## config.mk

```make
export PLATFORM = sky130hd
export DESIGN_NAME = button_conditioner
export DESIGN_NICKNAME = d
export VERILOG_FILES = /design/src/rtl/btn_pkg.sv /design/src/rtl/button_conditioner_channel.sv /design/src/rtl/button_conditioner.sv
export SDC_FILE = /design/constraint.sdc
export NUM_CORES = 1
export LEC_CHECK = 0
export ABC_AREA = 1
export CAP_MARGIN = 25
export CELL_PAD_IN_SITES_DETAIL_PLACEMENT = 1
export CELL_PAD_IN_SITES_GLOBAL_PLACEMENT = 1
export CORE_AREA = 2 2 105 107
export DETAILED_ROUTE_END_ITERATION = 7
export DIE_AREA = 0 0 107 109
export PLACE_DENSITY_LB_ADDON = 0.08
export SYNTH_ARGS = -nofsm -noshare
export SYNTH_HDL_FRONTEND = slang
export SYNTH_SLANG_ARGS = --single-unit
```

## constraint.sdc

```tcl
create_clock -name clk -period 1.85 [get_ports clk]
set_clock_uncertainty 0.15 [all_clocks]
set_input_delay 0.4625 -clock clk [delete_from_list [all_inputs] [get_ports clk]]
set_output_delay 0.4625 -clock clk [all_outputs]
set_load 0.02 [all_outputs]
```

## src/rtl/btn_pkg.sv

```systemverilog
// -----------------------------------------------------------------------------
// btn_pkg
//   Shared types and constants for the push-button conditioner.
//   - btn_state_e : per-channel debounce / auto-repeat FSM state (3-bit)
//   - default timing constants derived from the 27 MHz board clock
//   - max3()      : helper used to size the shared per-channel counter
// -----------------------------------------------------------------------------
package btn_pkg;

  localparam int CLK_HZ = 27_000_000;

  // 10 ms debounce, 0.5 s hold before first repeat, 100 ms repeat period.
  localparam int DEFAULT_DEBOUNCE_CYCLES = CLK_HZ / 100;
  localparam int DEFAULT_HOLD_CYCLES     = CLK_HZ / 2;
  localparam int DEFAULT_REPEAT_CYCLES   = CLK_HZ / 10;

  typedef enum logic [2:0] {
    ST_IDLE         = 3'd0,
    ST_PRESS_WAIT   = 3'd1,
    ST_PRESSED      = 3'd2,
    ST_REPEAT       = 3'd3,
    ST_RELEASE_WAIT = 3'd4
  } btn_state_e;

  function automatic int max3(input int a, input int b, input int c);
    int m;
    m = (a > b) ? a : b;
    return (m > c) ? m : c;
  endfunction

endpackage : btn_pkg

```

## src/rtl/button_conditioner_channel.sv

```systemverilog
// -----------------------------------------------------------------------------
// button_conditioner_channel
//   One button: 2-flop synchronizer, debounce FSM, registered press / release /
//   auto-repeat pulses and the debounced level.
//   Ports:
//     clk        system clock
//     rst_n      asynchronous reset, active-low
//     btn_n_i    raw pin, active-low, asynchronous to clk
//     level_o    debounced state, 1 = pressed
//     press_o    1-cycle pulse on accepted press
//     release_o  1-cycle pulse on accepted release
//     repeat_o   1-cycle pulse per auto-repeat tick while held
// -----------------------------------------------------------------------------
module button_conditioner_channel
  import btn_pkg::*;
#(
  parameter int DEBOUNCE_CYCLES = DEFAULT_DEBOUNCE_CYCLES,
  parameter int HOLD_CYCLES     = DEFAULT_HOLD_CYCLES,
  parameter int REPEAT_CYCLES   = DEFAULT_REPEAT_CYCLES,
  parameter bit REPEAT_EN       = 1'b1
) (
  input  logic clk,
  input  logic rst_n,
  input  logic btn_n_i,
  output logic level_o,
  output logic press_o,
  output logic release_o,
  output logic repeat_o
);

  localparam int CW = $clog2(max3(DEBOUNCE_CYCLES, HOLD_CYCLES, REPEAT_CYCLES) + 1);

  localparam logic [CW-1:0] DEB_LAST  = CW'(DEBOUNCE_CYCLES - 1);
  localparam logic [CW-1:0] HOLD_LAST = CW'(HOLD_CYCLES - 1);
  localparam logic [CW-1:0] REP_LAST  = CW'(REPEAT_CYCLES - 1);

  logic          sync1_q, sync2_q;
  logic          pressed;
  btn_state_e    state_q, state_d;
  logic [CW-1:0] cnt_q, cnt_d;
  logic          level_q, level_d;
  logic          press_q, press_d;
  logic          release_q, release_d;
  logic          repeat_q, repeat_d;

  // NOTE: synchronizer flops reset to 1 (released), not 0, so a button held
  // through reset is not mistaken for a press before it has been debounced.
  always_ff @(posedge clk or negedge rst_n) begin
    if (!rst_n) begin
      sync1_q <= 1'b1;
      sync2_q <= 1'b1;
    end else begin
      // NOTE: non-blocking assignments make both flops sample the old values,
      // giving a true two-stage shift; blocking would collapse them into one.
      sync1_q <= btn_n_i;
      sync2_q <= sync1_q;
    end
  end

  assign pressed = ~sync2_q;

  always_ff @(posedge clk or negedge rst_n) begin
    if (!rst_n) begin
      state_q   <= ST_IDLE;
      cnt_q     <= '0;
      level_q   <= 1'b0;
      press_q   <= 1'b0;
      release_q <= 1'b0;
      repeat_q  <= 1'b0;
    end else begin
      state_q   <= state_d;
      cnt_q     <= cnt_d;
      level_q   <= level_d;
      press_q   <= press_d;
      release_q <= release_d;
      repeat_q  <= repeat_d;
    end
  end

  always_comb begin
    // NOTE: every output of this block gets a default first; a path that
    // forgot one would otherwise infer a latch.
    state_d   = state_q;
    cnt_d     = cnt_q;
    level_d   = level_q;
    press_d   = 1'b0;
    release_d = 1'b0;
    repeat_d  = 1'b0;

    unique case (state_q)
      ST_IDLE: begin
        if (pressed) begin
          state_d = ST_PRESS_WAIT;
          cnt_d   = '0;
        end
      end

      ST_PRESS_WAIT: begin
        if (!pressed) begin
          // Bounce: went away before the debounce window closed.
          state_d = ST_IDLE;
          cnt_d   = '0;
        end else if (cnt_q == DEB_LAST) begin
          state_d = ST_PRESSED;
          cnt_d   = '0;
          press_d = 1'b1;
          level_d = 1'b1;
        end else begin
          cnt_d = cnt_q + CW'(1);
        end
      end

      ST_PRESSED: begin
        if (!pressed) begin
          state_d = ST_RELEASE_WAIT;
          cnt_d   = '0;
        end else if (REPEAT_EN && (cnt_q == HOLD_LAST)) begin
          state_d  = ST_REPEAT;
          cnt_d    = '0;
          repeat_d = 1'b1;
        end else if (cnt_q != HOLD_LAST) begin
          // Without auto-repeat the counter parks at HOLD_LAST instead of wrapping.
          cnt_d = cnt_q + CW'(1);
        end
      end

      ST_REPEAT: begin
        // Release is tested first so a same-cycle repeat tick is dropped.
        if (!pressed) begin
          state_d = ST_RELEASE_WAIT;
          cnt_d   = '0;
        end else if (cnt_q == REP_LAST) begin
          cnt_d    = '0;
          repeat_d = 1'b1;
        end else begin
          cnt_d = cnt_q + CW'(1);
        end
      end

      ST_RELEASE_WAIT: begin
        if (pressed) begin
          // Release glitch: back to held, hold timing restarts, level stays 1.
          state_d = ST_PRESSED;
          cnt_d   = '0;
        end else if (cnt_q == DEB_LAST) begin
          state_d   = ST_IDLE;
          cnt_d     = '0;
          release_d = 1'b1;
          level_d   = 1'b0;
        end else begin
          cnt_d = cnt_q + CW'(1);
        end
      end

      default: begin
        state_d = ST_IDLE;
        cnt_d   = '0;
        level_d = 1'b0;
      end
    endcase
  end

  assign level_o   = level_q;
  assign press_o   = press_q;
  assign release_o = release_q;
  assign repeat_o  = repeat_q;

endmodule : button_conditioner_channel

```

## src/rtl/button_conditioner.sv

```systemverilog
// -----------------------------------------------------------------------------
// button_conditioner
//   Turns NUM_BTN raw, bouncy, active-low push-buttons into clean control
//   events. Each bit is an independent button_conditioner_channel.
//   Ports:
//     clk          system clock (27 MHz)
//     rst_n        asynchronous reset, active-low
//     btn_n        raw button pins, active-low, asynchronous to clk
//     btn_level    debounced state, 1 = pressed
//     btn_press    1-cycle pulse on accepted press
//     btn_release  1-cycle pulse on accepted release
//     btn_repeat   1-cycle pulse per auto-repeat tick while held
// -----------------------------------------------------------------------------
module button_conditioner
  import btn_pkg::*;
#(
  parameter int NUM_BTN         = 2,
  parameter int DEBOUNCE_CYCLES = DEFAULT_DEBOUNCE_CYCLES,
  parameter int HOLD_CYCLES     = DEFAULT_HOLD_CYCLES,
  parameter int REPEAT_CYCLES   = DEFAULT_REPEAT_CYCLES,
  parameter bit REPEAT_EN       = 1'b1
) (
  input  logic               clk,
  input  logic               rst_n,
  input  logic [NUM_BTN-1:0] btn_n,
  output logic [NUM_BTN-1:0] btn_level,
  output logic [NUM_BTN-1:0] btn_press,
  output logic [NUM_BTN-1:0] btn_release,
  output logic [NUM_BTN-1:0] btn_repeat
);

  for (genvar i = 0; i < NUM_BTN; i++) begin : g_chan
    button_conditioner_channel #(
      .DEBOUNCE_CYCLES(DEBOUNCE_CYCLES),
      .HOLD_CYCLES    (HOLD_CYCLES),
      .REPEAT_CYCLES  (REPEAT_CYCLES),
      .REPEAT_EN      (REPEAT_EN)
    ) u_chan (
      .clk      (clk),
      .rst_n    (rst_n),
      .btn_n_i  (btn_n[i]),
      .level_o  (btn_level[i]),
      .press_o  (btn_press[i]),
      .release_o(btn_release[i]),
      .repeat_o (btn_repeat[i])
    );
  end

endmodule : button_conditioner

```

==> impl_table.tex <==
\begin{tabular}{lr}
\hline
Metric & Value \\
\hline
\multicolumn{2}{l}{\textbf{Outcome}} \\
\quad Run status & complete, but fails checks \\
\quad Violations in the final reports & setup timing \\
\multicolumn{2}{l}{\textbf{Yosys}} \\
\quad Library cells used by synthesis & 37 \\
\quad Net count after synthesis & 585 \\
\quad Most frequent cell after synthesis & sky130\_fd\_sc\_hd\_\_nand2\_1 \\
\quad Prevailing post-synth register cell & sky130\_fd\_sc\_hd\_\_dfrtp\_1 \\
\quad Async set or reset register ratio after synthesis & 100\% \\
\quad Synthesis warning total & 0 \\
\quad Share of synthesized area occupied by flip-flops and latches & 40.0\% \\
\quad Largest area contributor in the synthesized netlist & sky130\_fd\_sc\_hd\_\_dfrtp\_1 \\
\quad Area of the mapped netlist & 0.00414 mm² \\
\quad Syn Area/Cell & 7.14 µm² \\
\quad Gate count of the mapped netlist & 579 \\
\quad FF+latch count, synth & 66 \\
\quad Top-area cell type share of the netlist area & 37.5\% \\
\quad Leading cell types by count after synthesis & sky130\_fd\_sc\_hd\_\_nand2\_1, sky130\_fd\_sc\_hd\_\_nor2\_1, sky130\_fd\_sc\_hd\_\_dfrtp\_1, sky130\_fd\_sc\_hd\_\_inv\_1, sky130\_fd\_sc\_hd\_\_nand3\_1 \\
\quad Number of enable flip-flop cells after synthesis & 0 \\
\quad Ranking of synthesized cells by area & sky130\_fd\_sc\_hd\_\_dfrtp\_1, sky130\_fd\_sc\_hd\_\_nand2\_1, sky130\_fd\_sc\_hd\_\_nor2\_1 \\
\multicolumn{2}{l}{\textbf{Floorplanning}} \\
\quad Width of the chip & 107 µm \\
\quad Total I/O pin count & 12 \\
\quad \# rows & 38 \\
\quad Total core area & 0.0106 mm² \\
\quad DIE AREA & 0.0117 mm² \\
\quad Initial Utilization & 39.0\% \\
\quad Chip height & 109 µm \\
\multicolumn{2}{l}{\textbf{Final layout}} \\
\quad Relative area change from synthesis to final layout & 36.5\% \\
\quad Final-stage net count & 693 \\
\quad Fraction of final layout cells sized beyond drive strength 1 & 32.2\% \\
\quad Fill cell count & 1,354 \\
\quad Count of inserted antenna diode cells & 0 \\
\multicolumn{2}{l}{\textbf{GRT}} \\
\quad Global router's overall resource usage & 23.4\% \\
\quad Wire length of the first global-routing pass & 21,100 µm \\
\quad Antenna violations before repair & 0 \\
\quad Largest net degree at the start of global routing & 67 \\
\quad Vias in the first global route & 4,265 \\
\quad Leftover overflow at the end of global routing & 0 \\
\multicolumn{2}{l}{\textbf{Worst setup path}} \\
\quad Kind of critical path & reg -> reg \\
\quad Worst path arrival time & 2.02 ns \\
\quad Element type at the critical path end & register \\
\quad Startpoint class of the critical path & register \\
\quad Critical-path maximum fanout & 6 \\
\quad Required @ worst endpoint & 1.94 ns \\
\multicolumn{2}{l}{\textbf{Route}} \\
\quad Antenna viol nets, final & 0 \\
\quad Vias per inst & 4.95 \\
\quad Per-cell routed wire length & 15.9 µm \\
\quad DR pass1 iterations & 4 \\
\quad Drt total wl & 13,200 µm \\
\quad Detailed Route Iter0 Violations & 167 \\
\quad Via count of the routed design & 4,122 \\
\quad Residual DRC & 0 \\
\multicolumn{2}{l}{\textbf{STA}} \\
\quad Final setup margin & -0.0800 ns \\
\quad Final critical delay including setup and external delays & 1.93 ns \\
\quad Setup repair after global routing missed its margin & yes \\
\quad Achievable clock frequency & 518 MHz \\
\quad Worst hold slack & 0.207 ns \\
\quad Pin slew with the least headroom to its limit & 0.423 ns \\
\quad Count of final hold-check violations & 0 \\
\quad Part of the cycle the worst path needs & 104\% \\
\quad Slew headroom & 71.5\% \\
\quad Max-slew violation count & 0 \\
\quad Final setup fails & 25 \\
\multicolumn{2}{l}{\textbf{Clock tree}} \\
\quad CTS tree & done \\
\quad Register clock-pin slew on the reported worst setup and hold paths & 0.07 ns \\
\quad Number of buffers created by CTS & 9 \\
\quad Cell at the root of the clock tree & sky130\_fd\_sc\_hd\_\_clkbuf\_8 \\
\quad Worst-skew pair later-pin latency & 0.36 ns \\
\quad CTS Sinks & 66 \\
\quad CTS Buffer Depth & 2 \\
\quad H-Tree Depth & 3 \\
\multicolumn{2}{l}{\textbf{Place}} \\
\quad Placer's final routability congestion estimate & 0.868 \\
\quad HPWL Detailed & 9240 µm \\
\quad Buffers added on ports & 11 \\
\quad Setup slack at placement & -0.123 ns \\
\multicolumn{2}{l}{\textbf{Power and ir drop}} \\
\quad Design Power & 5.39 mW \\
\quad Total power per unit cell area & 954 mW/mm² \\
\quad Worst supply voltage drop on vdd & 0.399 mV \\
\quad Leakage & 2.55 nW \\
\multicolumn{2}{l}{\textbf{Job}} \\
\quad Maxcap violations & 0 \\
\multicolumn{2}{l}{\textbf{Min path}} \\
\quad Class of the most critical hold timing path & reg -> reg \\
\hline
\end{tabular}
## registers in the layout (all words and copies together), names as in the netlist
signal	flops
g_chan.u_chan.state_q	6
g_chan.u_chan.release_o	2
g_chan.u_chan.sync2_q	2
g_chan.u_chan.sync1_q	2
g_chan.u_chan.level_o	2
g_chan.u_chan.cnt_q	48
g_chan.u_chan.press_o	2
g_chan.u_chan.repeat_o	2
## kinds of logic (layout without fill, tap and decap cells)
| logic type | after synthesis | after routing | share of synthesized area (%) |
|---|---|---|---|
| muxes | 1 | 1 | 0.242 |
| xor gates and xnor gates | 28 | 28 | 5.93 |
| buffers and inverters | 87 | 200 | 9.41 |
| and+or+nand+nor | 349 | 349 | 37.9 |
| DFF | 66 | 66 | 40.0 |
| AOI/OAI and AO/OA | 46 | 46 | 5.87 |
| adders and majority gates | 2 | 2 | 0.605 |
## timing repair
action,in CTS,in global routing
endpoints found under the setup margin,59,54
hold buffers,1,0
gates cloned,2,1
gates resized for setup,42,55
endpoints found under the hold margin,32,0
pin swaps,8,7
setup buffers,10,14
## layout make-up
cell class / instances / area, µm² / share of cell area, %
clock buffers: 9 / 124 / 2.19
clock inverters: 7 / 141 / 2.50
inverters: 71 / 272 / 4.81
multi-input cells: 426 / 2300 / 40.7
flip-flops and latches: 66 / 1670 / 29.5
well taps: 140 / 175 / 3.10
repair buffers: 113 / 968 / 17.2
## report_power, final
group / total [mW] / leakage [nW] / internal (mW) / switching [mW]
registers: 1.62 / 0.887 / 1.54 / 0.0776
logic: 2.11 / 1.54 / 0.898 / 1.21
clock network: 1.65 / 0.129 / 1.03 / 0.622
total: 5.39 / 2.55 / 3.47 / 1.91
## final timing paths
path | from | end | slack (ns) | depth (start not counted)
min reg2reg | g_chan[1].u_chan.sync1_q | g_chan[1].u_chan.sync2_q | 0.21 | 0
max in group asynchronous | rst_n | g_chan[0].u_chan.sync2_q | 0.71 | 3
min in group asynchronous | rst_n | g_chan[1].u_chan.repeat_o | 0.51 | 3
max reg2reg | g_chan[0].u_chan.cnt_q[1] | g_chan[0].u_chan.cnt_q[10] | -0.08 | 10
max | g_chan[0].u_chan.cnt_q[1] | g_chan[0].u_chan.cnt_q[10] | -0.08 | 10
min | g_chan[1].u_chan.sync1_q | g_chan[1].u_chan.sync2_q | 0.21 | 0
## stage by stage
| stage | cell area, µm² | std cells | util, % | TNS, ns |
|---|---|---|---|---|
| global placement | 4890 | 790 | 46.1 | -1.40 |
| detailed placement | 4890 | 790 | 46.1 | -3.40 |
| finish | 5650 | 832 | 53.2 | -1.08 |
| CTS | 5370 | 819 | 50.6 | -0.918 |
| global route | 5650 | 832 | 53.2 | -6.70 |
| floorplan | 4140 | 579 | - | 0 |
## metal layers
layer / vias to the layer above / global-route usage (%) / share of wire (%)
met5: - / 0 / 0
met1: 2028 / 32.9 / 49
met3: 11 / 2.87 / 2.1
li1: 2043 / - / -
met4: 0 / 6.31 / 0.97
met2: 40 / 38.4 / 48
## cells in the final DEF, fill, tap and decap left out, drive strengths merged
master,netlist,routed
nand2,158,158
nor2,110,110
buf,14,101
inv,69,69
dfrtp,62,62
nand3,45,45
o21ai,24,24
xor2,22,22
nor3,19,19
a21oi,15,15
nand4,13,13
clkbuf,2,10
dlygate4sd2,0,8
xnor2,6,6
bufinv,0,4
dfstp,4,4
clkinv,2,4
o22ai,2,2
a31oi,2,2
nand3b,2,2
clkdlybuf4s50,0,2
ha,2,2
o21a,1,1
nor3b,1,1
mux2i,1,1
nor4,1,1
o21bai,1,1
a21boi,1,1
clkinvlp,0,1
dlygate4sd3,0,1
## critical path, stage by stage (launching register included)
cell,delay (ns)
sky130_fd_sc_hd__dfrtp_1,0.37
sky130_fd_sc_hd__ha_2,0.22
sky130_fd_sc_hd__nand3_4,0.13
sky130_fd_sc_hd__nor2_4,0.16
sky130_fd_sc_hd__nand3_2,0.11
sky130_fd_sc_hd__nand2_2,0.09
sky130_fd_sc_hd__nand2_4,0.06
sky130_fd_sc_hd__nor3_4,0.21
sky130_fd_sc_hd__buf_6,0.15
sky130_fd_sc_hd__buf_8,0.13
sky130_fd_sc_hd__nor2_2,0.04
Note: power is estimated with default switching activity, not from simulation.
